## src/rtl/rob.sv

```systemverilog
// rtl/rob.sv - circular reorder buffer with tag lookup, writeback and in-order commit
//
// Ports:
//   clk, rst            clock and synchronous active-low reset
//   flush               discard every entry on the next edge
//   id_*                allocation request from ID; id_ready/alloc_id back to ID
//   read_id_n           operand tag lookup; read_ready_n/read_data_n are combinational
//   wb_*                execution result for an entry tag
//   commit_*            registered retirement toward the regfile, one per cycle

module rob #(
    parameter int ROB_DEPTH      = 16,
    parameter int ROB_ADDR_WIDTH = 4
) (
    input  logic                      clk,
    input  logic                      rst,
    input  logic                      flush,
    input  logic                      id_valid,
    input  logic [31:0]               id_pc,
    input  logic                      id_reg_write_en,
    input  logic [4:0]                id_reg_write_addr,
    output logic                      id_ready,
    output logic [ROB_ADDR_WIDTH-1:0] alloc_id,
    input  logic [ROB_ADDR_WIDTH-1:0] read_id_1,
    input  logic [ROB_ADDR_WIDTH-1:0] read_id_2,
    output logic                      read_ready_1,
    output logic                      read_ready_2,
    output logic [31:0]               read_data_1,
    output logic [31:0]               read_data_2,
    input  logic                      wb_en,
    input  logic [ROB_ADDR_WIDTH-1:0] wb_id,
    input  logic [31:0]               wb_data,
    output logic                      commit_en,
    output logic [31:0]               commit_pc,
    output logic                      commit_reg_write_en,
    output logic [4:0]                commit_reg_write_addr,
    output logic [31:0]               commit_data
);

    localparam int CW = ROB_ADDR_WIDTH + 1;

    logic [ROB_DEPTH-1:0]      valid_q, valid_d;
    logic [ROB_DEPTH-1:0]      done_q, done_d;
    logic [31:0]               pc_q   [ROB_DEPTH];
    logic                      rwe_q  [ROB_DEPTH];
    logic [4:0]                rwa_q  [ROB_DEPTH];
    logic [31:0]               data_q [ROB_DEPTH];

    logic [ROB_ADDR_WIDTH-1:0] head_q, head_d;
    logic [ROB_ADDR_WIDTH-1:0] tail_q, tail_d;
    logic [CW-1:0]             count_q, count_d;

    logic                      commit_en_q, commit_en_d;
    logic [31:0]               commit_pc_q, commit_pc_d;
    logic                      commit_rwe_q, commit_rwe_d;
    logic [4:0]                commit_rwa_q, commit_rwa_d;
    logic [31:0]               commit_data_q, commit_data_d;

    logic do_alloc, do_wb, do_commit;
    logic fwd_1, fwd_2;

    // All three decisions use state at cycle start, so a full buffer that
    // commits this cycle still refuses the allocation.
    assign id_ready  = (count_q != CW'(ROB_DEPTH));
    assign alloc_id  = tail_q;
    assign do_alloc  = id_valid && id_ready;
    assign do_wb     = wb_en && valid_q[wb_id];
    assign do_commit = valid_q[head_q] && done_q[head_q];

    // Same-cycle writeback is forwarded to operand lookups.
    assign fwd_1        = wb_en && (wb_id == read_id_1) && valid_q[read_id_1];
    assign fwd_2        = wb_en && (wb_id == read_id_2) && valid_q[read_id_2];
    assign read_ready_1 = (valid_q[read_id_1] && done_q[read_id_1]) || fwd_1;
    assign read_ready_2 = (valid_q[read_id_2] && done_q[read_id_2]) || fwd_2;
    assign read_data_1  = fwd_1 ? wb_data : data_q[read_id_1];
    assign read_data_2  = fwd_2 ? wb_data : data_q[read_id_2];

    assign commit_en             = commit_en_q;
    assign commit_pc             = commit_pc_q;
    assign commit_reg_write_en   = commit_rwe_q;
    assign commit_reg_write_addr = commit_rwa_q;
    assign commit_data           = commit_data_q;

    always_comb begin
        valid_d       = valid_q;
        done_d        = done_q;
        head_d        = head_q;
        tail_d        = tail_q;
        count_d       = count_q;
        commit_en_d   = 1'b0;
        commit_pc_d   = commit_pc_q;
        commit_rwe_d  = commit_rwe_q;
        commit_rwa_d  = commit_rwa_q;
        commit_data_d = commit_data_q;
        if (flush) begin
            valid_d = '0;
            done_d  = '0;
            head_d  = '0;
            tail_d  = '0;
            count_d = '0;
        end else begin
            if (do_wb) begin
                done_d[wb_id] = 1'b1;
            end
            if (do_commit) begin
                valid_d[head_q] = 1'b0;
                head_d          = head_q + ROB_ADDR_WIDTH'(1);
                commit_en_d     = 1'b1;
                commit_pc_d     = pc_q[head_q];
                commit_rwe_d    = rwe_q[head_q];
                commit_rwa_d    = rwa_q[head_q];
                commit_data_d   = data_q[head_q];
            end
            // The tail entry is never the committing head here: a valid head
            // with room to allocate implies tail != head.
            if (do_alloc) begin
                valid_d[tail_q] = 1'b1;
                done_d[tail_q]  = 1'b0;
                tail_d          = tail_q + ROB_ADDR_WIDTH'(1);
            end
            count_d = count_q + CW'(do_alloc) - CW'(do_commit);
        end
    end

    always_ff @(posedge clk) begin
        if (!rst) begin
            valid_q       <= '0;
            done_q        <= '0;
            head_q        <= '0;
            tail_q        <= '0;
            count_q       <= '0;
            commit_en_q   <= 1'b0;
            commit_pc_q   <= '0;
            commit_rwe_q  <= 1'b0;
            commit_rwa_q  <= '0;
            commit_data_q <= '0;
        end else begin
            valid_q       <= valid_d;
            done_q        <= done_d;
            head_q        <= head_d;
            tail_q        <= tail_d;
            count_q       <= count_d;
            commit_en_q   <= commit_en_d;
            commit_pc_q   <= commit_pc_d;
            commit_rwe_q  <= commit_rwe_d;
            commit_rwa_q  <= commit_rwa_d;
            commit_data_q <= commit_data_d;
        end
    end

    // Payload storage needs no reset: it is only observed behind valid/done.
    always_ff @(posedge clk) begin
        if (rst && !flush) begin
            if (do_alloc) begin
                pc_q[tail_q]  <= id_pc;
                rwe_q[tail_q] <= id_reg_write_en;
                rwa_q[tail_q] <= id_reg_write_addr;
            end
            if (do_wb) begin
                data_q[wb_id] <= wb_data;
            end
        end
    end

endmodule

```

## config.mk

```make
export PLATFORM = sky130hd
export DESIGN_NAME = rob
export DESIGN_NICKNAME = d
export VERILOG_FILES = /design/src/rtl/rob.sv
export SDC_FILE = /design/constraint.sdc
export NUM_CORES = 1
export LEC_CHECK = 0
export BUFFER_PORTS_ARGS = -buffer_cell sky130_fd_sc_hd__buf_2
export CORE_ASPECT_RATIO = 0.7
export CORE_UTILIZATION = 40
export DETAILED_ROUTE_END_ITERATION = 7
export REMOVE_ABC_BUFFERS = 1
export SETUP_SLACK_MARGIN = 0.5
export SLEW_MARGIN = 40
export SYNTH_ARGS = -nofsm -noshare
export SYNTH_HDL_FRONTEND = slang
export SYNTH_SLANG_ARGS = --single-unit
```

## constraint.sdc

```tcl
create_clock -name clk -period 6.5 [get_ports clk]
set_input_delay 0.65 -clock clk [delete_from_list [all_inputs] [get_ports clk]]
set_output_delay 0.65 -clock clk [all_outputs]
set_load 0.01 [all_outputs]
```

### Word level (Yosys, flattened, before mapping)

Memories as Yosys holds them, arrays and structs flattened. A register that Yosys moved wholly into a read port is not among the register bits.
Cells that the tools add are included.

| operators by class | value |
|---|---|
| $add $sub $neg | 4 |
| magnitude comparators | 8 |
| equal/unequal tests | 3 |
| muxes and demuxes | 35 |
| bitwise logic cells | 8 |
| reductions and logical operators | 22 |

Operator list:

| cell | count |
|---|---|
| two-way mux 16 bit | 6 |
| two-way mux 32 bit | 2 |
| AND 16 bit | 2 |
| inverter 16 bit | 2 |
| OR 16 bit | 2 |
| binary-select mux 1 bit (select 4 bit) | 7 |
| less-than comparator 4 x 5 -> 1 bit (second input constant) | 5 |
| two-way mux 1 bit | 17 |
| logical AND 1 bit | 13 |
| demux 1 bit (select 4 bit) | 3 |
| >= comparator 4 x 1 -> 1 bit (second input constant) | 3 |
| adder 4 x 1 -> 4 bit (second input constant) | 2 |
| == test 4 bit | 2 |
| adder 5 x 1 -> 5 bit | 1 |
| logical NOT 1 bit | 5 |
| != test 5 bit (second input constant) | 1 |
| subtractor 5 x 1 -> 5 bit | 1 |
| logical OR 1 bit | 2 |
| inverter 1 bit | 2 |
| AND reduction 2 bit | 1 |
| OR reduction 2 bit | 1 |

| storage, ports and cells | value |
|---|---|
| register bits | 46 |
| RAM bits | 1120 |
| input port bits | 87 |
| output and inout port bits | 142 |
| memories | 4 |

Memories:

| memory | words | width | read ports | clocked after Yosys merged registers in | wr ports | RTL line | RTL |
|---|---|---|---|---|---|---|---|
| data_q | 16 | 32 | 3 | 1 | 1 | 47 | `logic [31:0] data_q [ROB_DEPTH];` |
| pc_q | 16 | 32 | 1 | 1 | 1 | 44 | `logic [31:0] pc_q [ROB_DEPTH];` |
| rwa_q | 16 | 5 | 1 | 1 | 1 | 46 | `logic [4:0] rwa_q [ROB_DEPTH];` |
| rwe_q | 16 | 1 | 1 | 1 | 1 | 45 | `logic rwe_q [ROB_DEPTH];` |

### Logic depth before layout (Yosys ltp)

| depth | value |
|---|---|
| depth after elaboration | 10 |
| depth in mapped cells | 17 |
| mapped depth without buffers | 15 |

### Worst setup path after synthesis

Ideal clock, no wire load.

| path | value |
|---|---|
| kind | reg2reg |
| start point | register count_q[2] |
| end point | memory pc_q[15][0] (enable) |
| library setup time | 485 ps |
| arrival | 3904 ps |
| data required time | 6015 ps |
| setup slack | 2111 ps |
| stages on the path, launching flop included | 7 |
| buffers on the path | 1 |
| path through | dfxtp_1 inv_1 ha_1 nand4bb_1 clkbuf_1 nand3_1 nor3_1 |

| between the ends | value |
|---|---|
| longest elaborated chain between the ends | 5 |

RTL lines:

| element | RTL line | RTL |
|---|---|---|
| start: declaration | 51 | `logic [CW-1:0] count_q, count_d;` |
| start signal: assignment | 142 | `count_q <= count_d;` |
| != test 5 bit | 64 | `assign id_ready = (count_q != CW'(ROB_DEPTH));` |
| net id_ready | 22 | `output logic id_ready,` |
| logical AND 1 bit | 66 | `assign do_alloc = id_valid && id_ready;` |
| two-way mux 1 bit | 154 | `if (do_alloc) begin` |
| two-way mux 1 bit | 153 | `if (rst && !flush) begin` |
| two-way mux 1 bit (not written as such) | 155 | `pc_q[tail_q] <= id_pc;` |
| end: declaration | 44 |  |

The timed path passes the listed nets, and every way through them passes these cells.

### Worst setup path after layout

| path | value |
|---|---|
| start point | input port read_id_2[0] |
| end point | output port read_data_2[31] |

| between the ends | value |
|---|---|
| longest elaborated chain between the ends | 4 |
| elaborated cells on any way between the ends | 7 |
| those cells by class | 1 x eq/ne; 3 x mux; 2 x reduce/logical; 1 x memory |

RTL lines:

| element | RTL line | RTL |
|---|---|---|
| start: declaration | 25 | `input logic [ROB_ADDR_WIDTH-1:0] read_id_2,` |
| binary-select mux 1 bit (select 4 bit) or == test 4 bit (tied branches) | 72 | `assign fwd_2 = wb_en && (wb_id == read_id_2) && valid_q[read_id_2];` |
| two-way mux 1 bit (not written as such) or logical AND 1 bit (tied branches) | 72 |  |
| logical AND 1 bit | 72 |  |
| two-way mux 32 bit (*) | 76 | `assign read_data_2 = fwd_2 ? wb_data : data_q[read_id_2];` |
| end: declaration | 29 | `output logic [31:0] read_data_2,` |

Mark *: on every way between the ends. The rest lies on a longest branch, timed or not. The select of a mux whose other input is x is not followed.

==> results.ini <==
[clock_network]
insertion_delay_ns = 0.76
clock_sinks = 1236
ctsResizeCount = 0
clock_tree.root_cell = sky130_fd_sc_hd__clkbuf_16
holdBufCountCts = 0
post-cts-setup-buffer-count = 0
clock_tree.htree_level_count = 4
clockBufferDepth = 3
clkSlewWorstSetupHoldPaths_ns = 0.06
tritoncts.num_buffers = 130
tritoncts_clock_tree = built

[detailed_routing]
number_of_drc_markers_in_iteration_0 = 3544
routedWlPerCell_um = 32.08
num_vias = 31150
drt_first_pass_iters = 6
routed_wirelength_um = 159900
drcViolationCount = 0
postRouteAntennaNets = 0
via_per_inst = 6.250

[worst_setup_path]
worst_setup_path_start_kind = input port
worstReg2RegStart = head_q[2]
cp.arrival_ns = 3.71
timing_worst_setup_path_type = in2out
worstReg2RegEnd = count_q[4]
crit_fanout = 57
setup.worst_path.end_class = primary output
timing.reg2reg.setup_slack_ns = 2.48
worst-endpoint-required_ns = 5.85
r2r_cell_count = 15

[die]
core_region_area_mm2 = 0.1385
floorplan.initialDensity_pct = 40.43
ioPinCount = 229
die_area_mm2 = 0.1415
die_h_um = 315.0
fp-row-count = 114
die_w_um = 449.2

[power]
p_comb_share_pct = 4.5
power_dens_cells_mw_per_mm2 = 262.2
seq_power_share_pct = 51.6
leakage_component_of_the_power_nw = 20.62
power_report.internal_total_mw = 13.20
max-vdd-ir-drop_mv = 0.2512
p_sw_share_pct = 21.49
pwr-share-clk_pct = 43.9
p_switching_mw = 3.613

[logic_synthesis]
syn-mean-instance-area_um2 = 20.09
synth.distinct_cells = 54
synth-seq-area-share_pct = 64.21
synthesis.yosys.warnings = 0
netlist.top_cell.by_area = sky130_fd_sc_hd__edfxtp_1
number_of_synthesized_flops_with_an_enable_pin = 1120
synthCells = 2788
ys_seq_elements = 1236
synth_top_cells_by_area = sky130_fd_sc_hd__edfxtp_1 (60%), sky130_fd_sc_hd__mux4_2 (25%), sky130_fd_sc_hd__dfxtp_1 (4.1%), sky130_fd_sc_hd__a22o_1 (2.2%), sky130_fd_sc_hd__mux2i_1 (1.4%)
netlist_area_mm2 = 0.05600
synth.top_cell.area_share_pct = 60.06
postSynth.asyncResetShare_pct = 0
synth_ff_type = sky130_fd_sc_hd__edfxtp_1

[run_status]
status = finished, final reports clean

[global_routing]
grt_remaining_overflow = 0
all_layer_gr_usage_pct = 22.56
initial_antenna_violation_count = 12
grt_start_max_net_pins = 109
grt_pass1_wl_um = 231000
grt_pass1_vias = 32020

[place]
place_worst_setup_slack_ns = 2.128
post-dp-hpwl_um = 91340
gp_congestion = 0.8043
buffer_ports.inserted = 228
place_area_mm2 = 0.05982
post-place-cells = 4740

[sta]
max_freq_mhz = 229.5
timing_hold_violations_final = 0
maxSlewHeadroom_pct = 41.06
timing.final.crit_period_ns = 4.358
fin_crit_share_pct = 67.04
finalSetupViolCount = 0
grt_setup_unrepaired = false
slew_viol_final = 0
tightestPinTransition_ns = 0.8842
final.setup.worst_slack_ns = 2.142
skew_ns = 0.02327

[cells_and_area]
final_layout_size_suffix_gt1_share_pct = 39.27
cell_area_after_layout_mm2 = 0.06412
finalNetCount = 3122
area_growth_pct = 14.51
finalNonFillerCells = 4984
layout.cells.most_common = sky130_fd_sc_hd__edfxtp_1
post-route-util_pct = 46.30
fillCellCount = 11370
mostFrequentLayoutCells = sky130_fd_sc_hd__edfxtp_1 (1120), sky130_fd_sc_hd__mux4_2 (622), sky130_fd_sc_hd__buf_2 (221)

[job]
max_cap_violations = 0

[worst_hold_path]
min_path_type = in2reg
hold-path-endpoint = pc_q[5][6]
min_from = id_pc[6]
hold_path_depth = 1

-- area by class of cell --
class | count | area [um^2] | share of cell area [%]
inverter | 16 | 63.81 | 0.09951
sequential | 1236 | 35960 | 56.08
antenna | 1 | 2.502 | 0.003902
multi-input combinational | 1316 | 19240 | 30.00
tap | 1856 | 2322 | 3.621
clock buffer | 176 | 3581 | 5.584
timing repair buffer | 320 | 2351 | 3.666
clock inverter | 63 | 604.3 | 0.9424
-- sequential cells by signal, summed over array words and instances (netlist names) --
register               flops
alloc_id                   4
rwa_q                     80
rwe_q                     16
commit_data               32
commit_reg_write_addr      5
commit_en                  1
data_q                   512
count_q                    5
done_q                    16
pc_q                     512
commit_reg_write_en        1
valid_q                   16
head_q                     4
commit_pc                 32
-- power groups by stage --
stage,clock (mW),combinational (mW),sequential (mW)
floorplan,0,0.336,8.84
CTS,7.51,0.764,8.67
global placement,0,0.742,8.84
global route,7.81,0.807,8.67
finish,7.38,0.761,8.67
detailed placement,0,0.762,8.84
-- synthesized netlist by cell type (4+ instances only) --
| cell type | number |
|---|---|
| sky130_fd_sc_hd__mux4_2 | 622 |
| sky130_fd_sc_hd__o21ai_0 | 78 |
| sky130_fd_sc_hd__inv_1 | 16 |
| sky130_fd_sc_hd__xor2_1 | 8 |
| sky130_fd_sc_hd__a211oi_1 | 13 |
| sky130_fd_sc_hd__clkbuf_1 | 128 |
| sky130_fd_sc_hd__and3_1 | 9 |
| sky130_fd_sc_hd__dfxtp_1 | 116 |
| sky130_fd_sc_hd__buf_4 | 10 |
| sky130_fd_sc_hd__and2_1 | 10 |
| sky130_fd_sc_hd__nand3_1 | 10 |
| sky130_fd_sc_hd__buf_6 | 9 |
| sky130_fd_sc_hd__nor2_1 | 53 |
| sky130_fd_sc_hd__nor3_1 | 4 |
| sky130_fd_sc_hd__buf_2 | 52 |
| sky130_fd_sc_hd__mux2_1 | 13 |
| sky130_fd_sc_hd__nor2b_1 | 9 |
| sky130_fd_sc_hd__xnor2_1 | 5 |
| sky130_fd_sc_hd__nand3b_1 | 4 |
| sky130_fd_sc_hd__edfxtp_1 | 1120 |
| sky130_fd_sc_hd__mux2_2 | 51 |
| sky130_fd_sc_hd__nand2_1 | 103 |
| sky130_fd_sc_hd__a22o_1 | 140 |
| sky130_fd_sc_hd__mux2i_1 | 77 |
| sky130_fd_sc_hd__ha_1 | 14 |
| sky130_fd_sc_hd__buf_1 | 21 |
| sky130_fd_sc_hd__a31oi_1 | 5 |
| sky130_fd_sc_hd__a21oi_1 | 48 |
-- routing by layer --
metal | routed length [um] | track usage (%) | vias to the layer above
li1 | - | - | 12470
met2 | 75920 | 35.02 | 1433
met1 | 67940 | 32.66 | 16970
met3 | 12140 | 4.233 | 266
met5 | 48 | 0 | -
met4 | 3853 | 6.368 | 8
-- logic make-up (layout without fill, tap and decap cells) --
logic type | count (synthesis) | in the layout | share of synthesized area, %
other | 0 | 1 | 0
adders and majority gates | 15 | 15 | 0.3486
DFF | 1236 | 1236 | 64.21
muxes | 763 | 763 | 27.68
buffers and inverters | 236 | 575 | 1.886
and+or+nand+nor | 228 | 228 | 1.926
AOI/OAI and AO/OA | 297 | 297 | 3.751
xor gates and xnor gates | 13 | 13 | 0.2033
-- worst max path at each step --
stage | from | to | slack (ns) | cells past startpoint
6_report | read_id_2[0] | read_data_2[31] | 2.14 | 8
5_1_grt | read_id_2[0] | read_data_2[31] | 1.98 | 8
2_1_floorplan | head_q[0] | commit_data[0] | -8.58 | 5
3_5_place_dp | read_id_2[0] | read_data_2[22] | 2.13 | 9
3_3_place_gp | read_id_1[1] | read_data_1[28] | 2.13 | 8
4_1_cts | read_id_2[0] | read_data_2[22] | 2.13 | 9
-- worst max-delay path, cell delays in order --
cell                     delay, ns
sky130_fd_sc_hd__buf_8        0.35
sky130_fd_sc_hd__buf_16       0.33
sky130_fd_sc_hd__buf_12       0.24
sky130_fd_sc_hd__buf_16       0.34
sky130_fd_sc_hd__mux4_2       0.57
sky130_fd_sc_hd__mux4_2       0.50
sky130_fd_sc_hd__mux2_2       0.32
sky130_fd_sc_hd__buf_2        0.15
-- per-stage QoR --
step | TNS, ns | total power [mW] | hold slack (ns)
2_1_floorplan | -791.72 | 9.181 | 0.4829
4_1_cts | 0 | 16.95 | 0.2055
5_1_grt | 0 | 17.29 | 0.2349
3_3_place_gp | 0 | 9.582 | 0.4460
3_5_place_dp | 0 | 9.604 | 0.4520
6_report | 0 | 16.81 | 0.2585
Power figures use the tool's default switching activity.
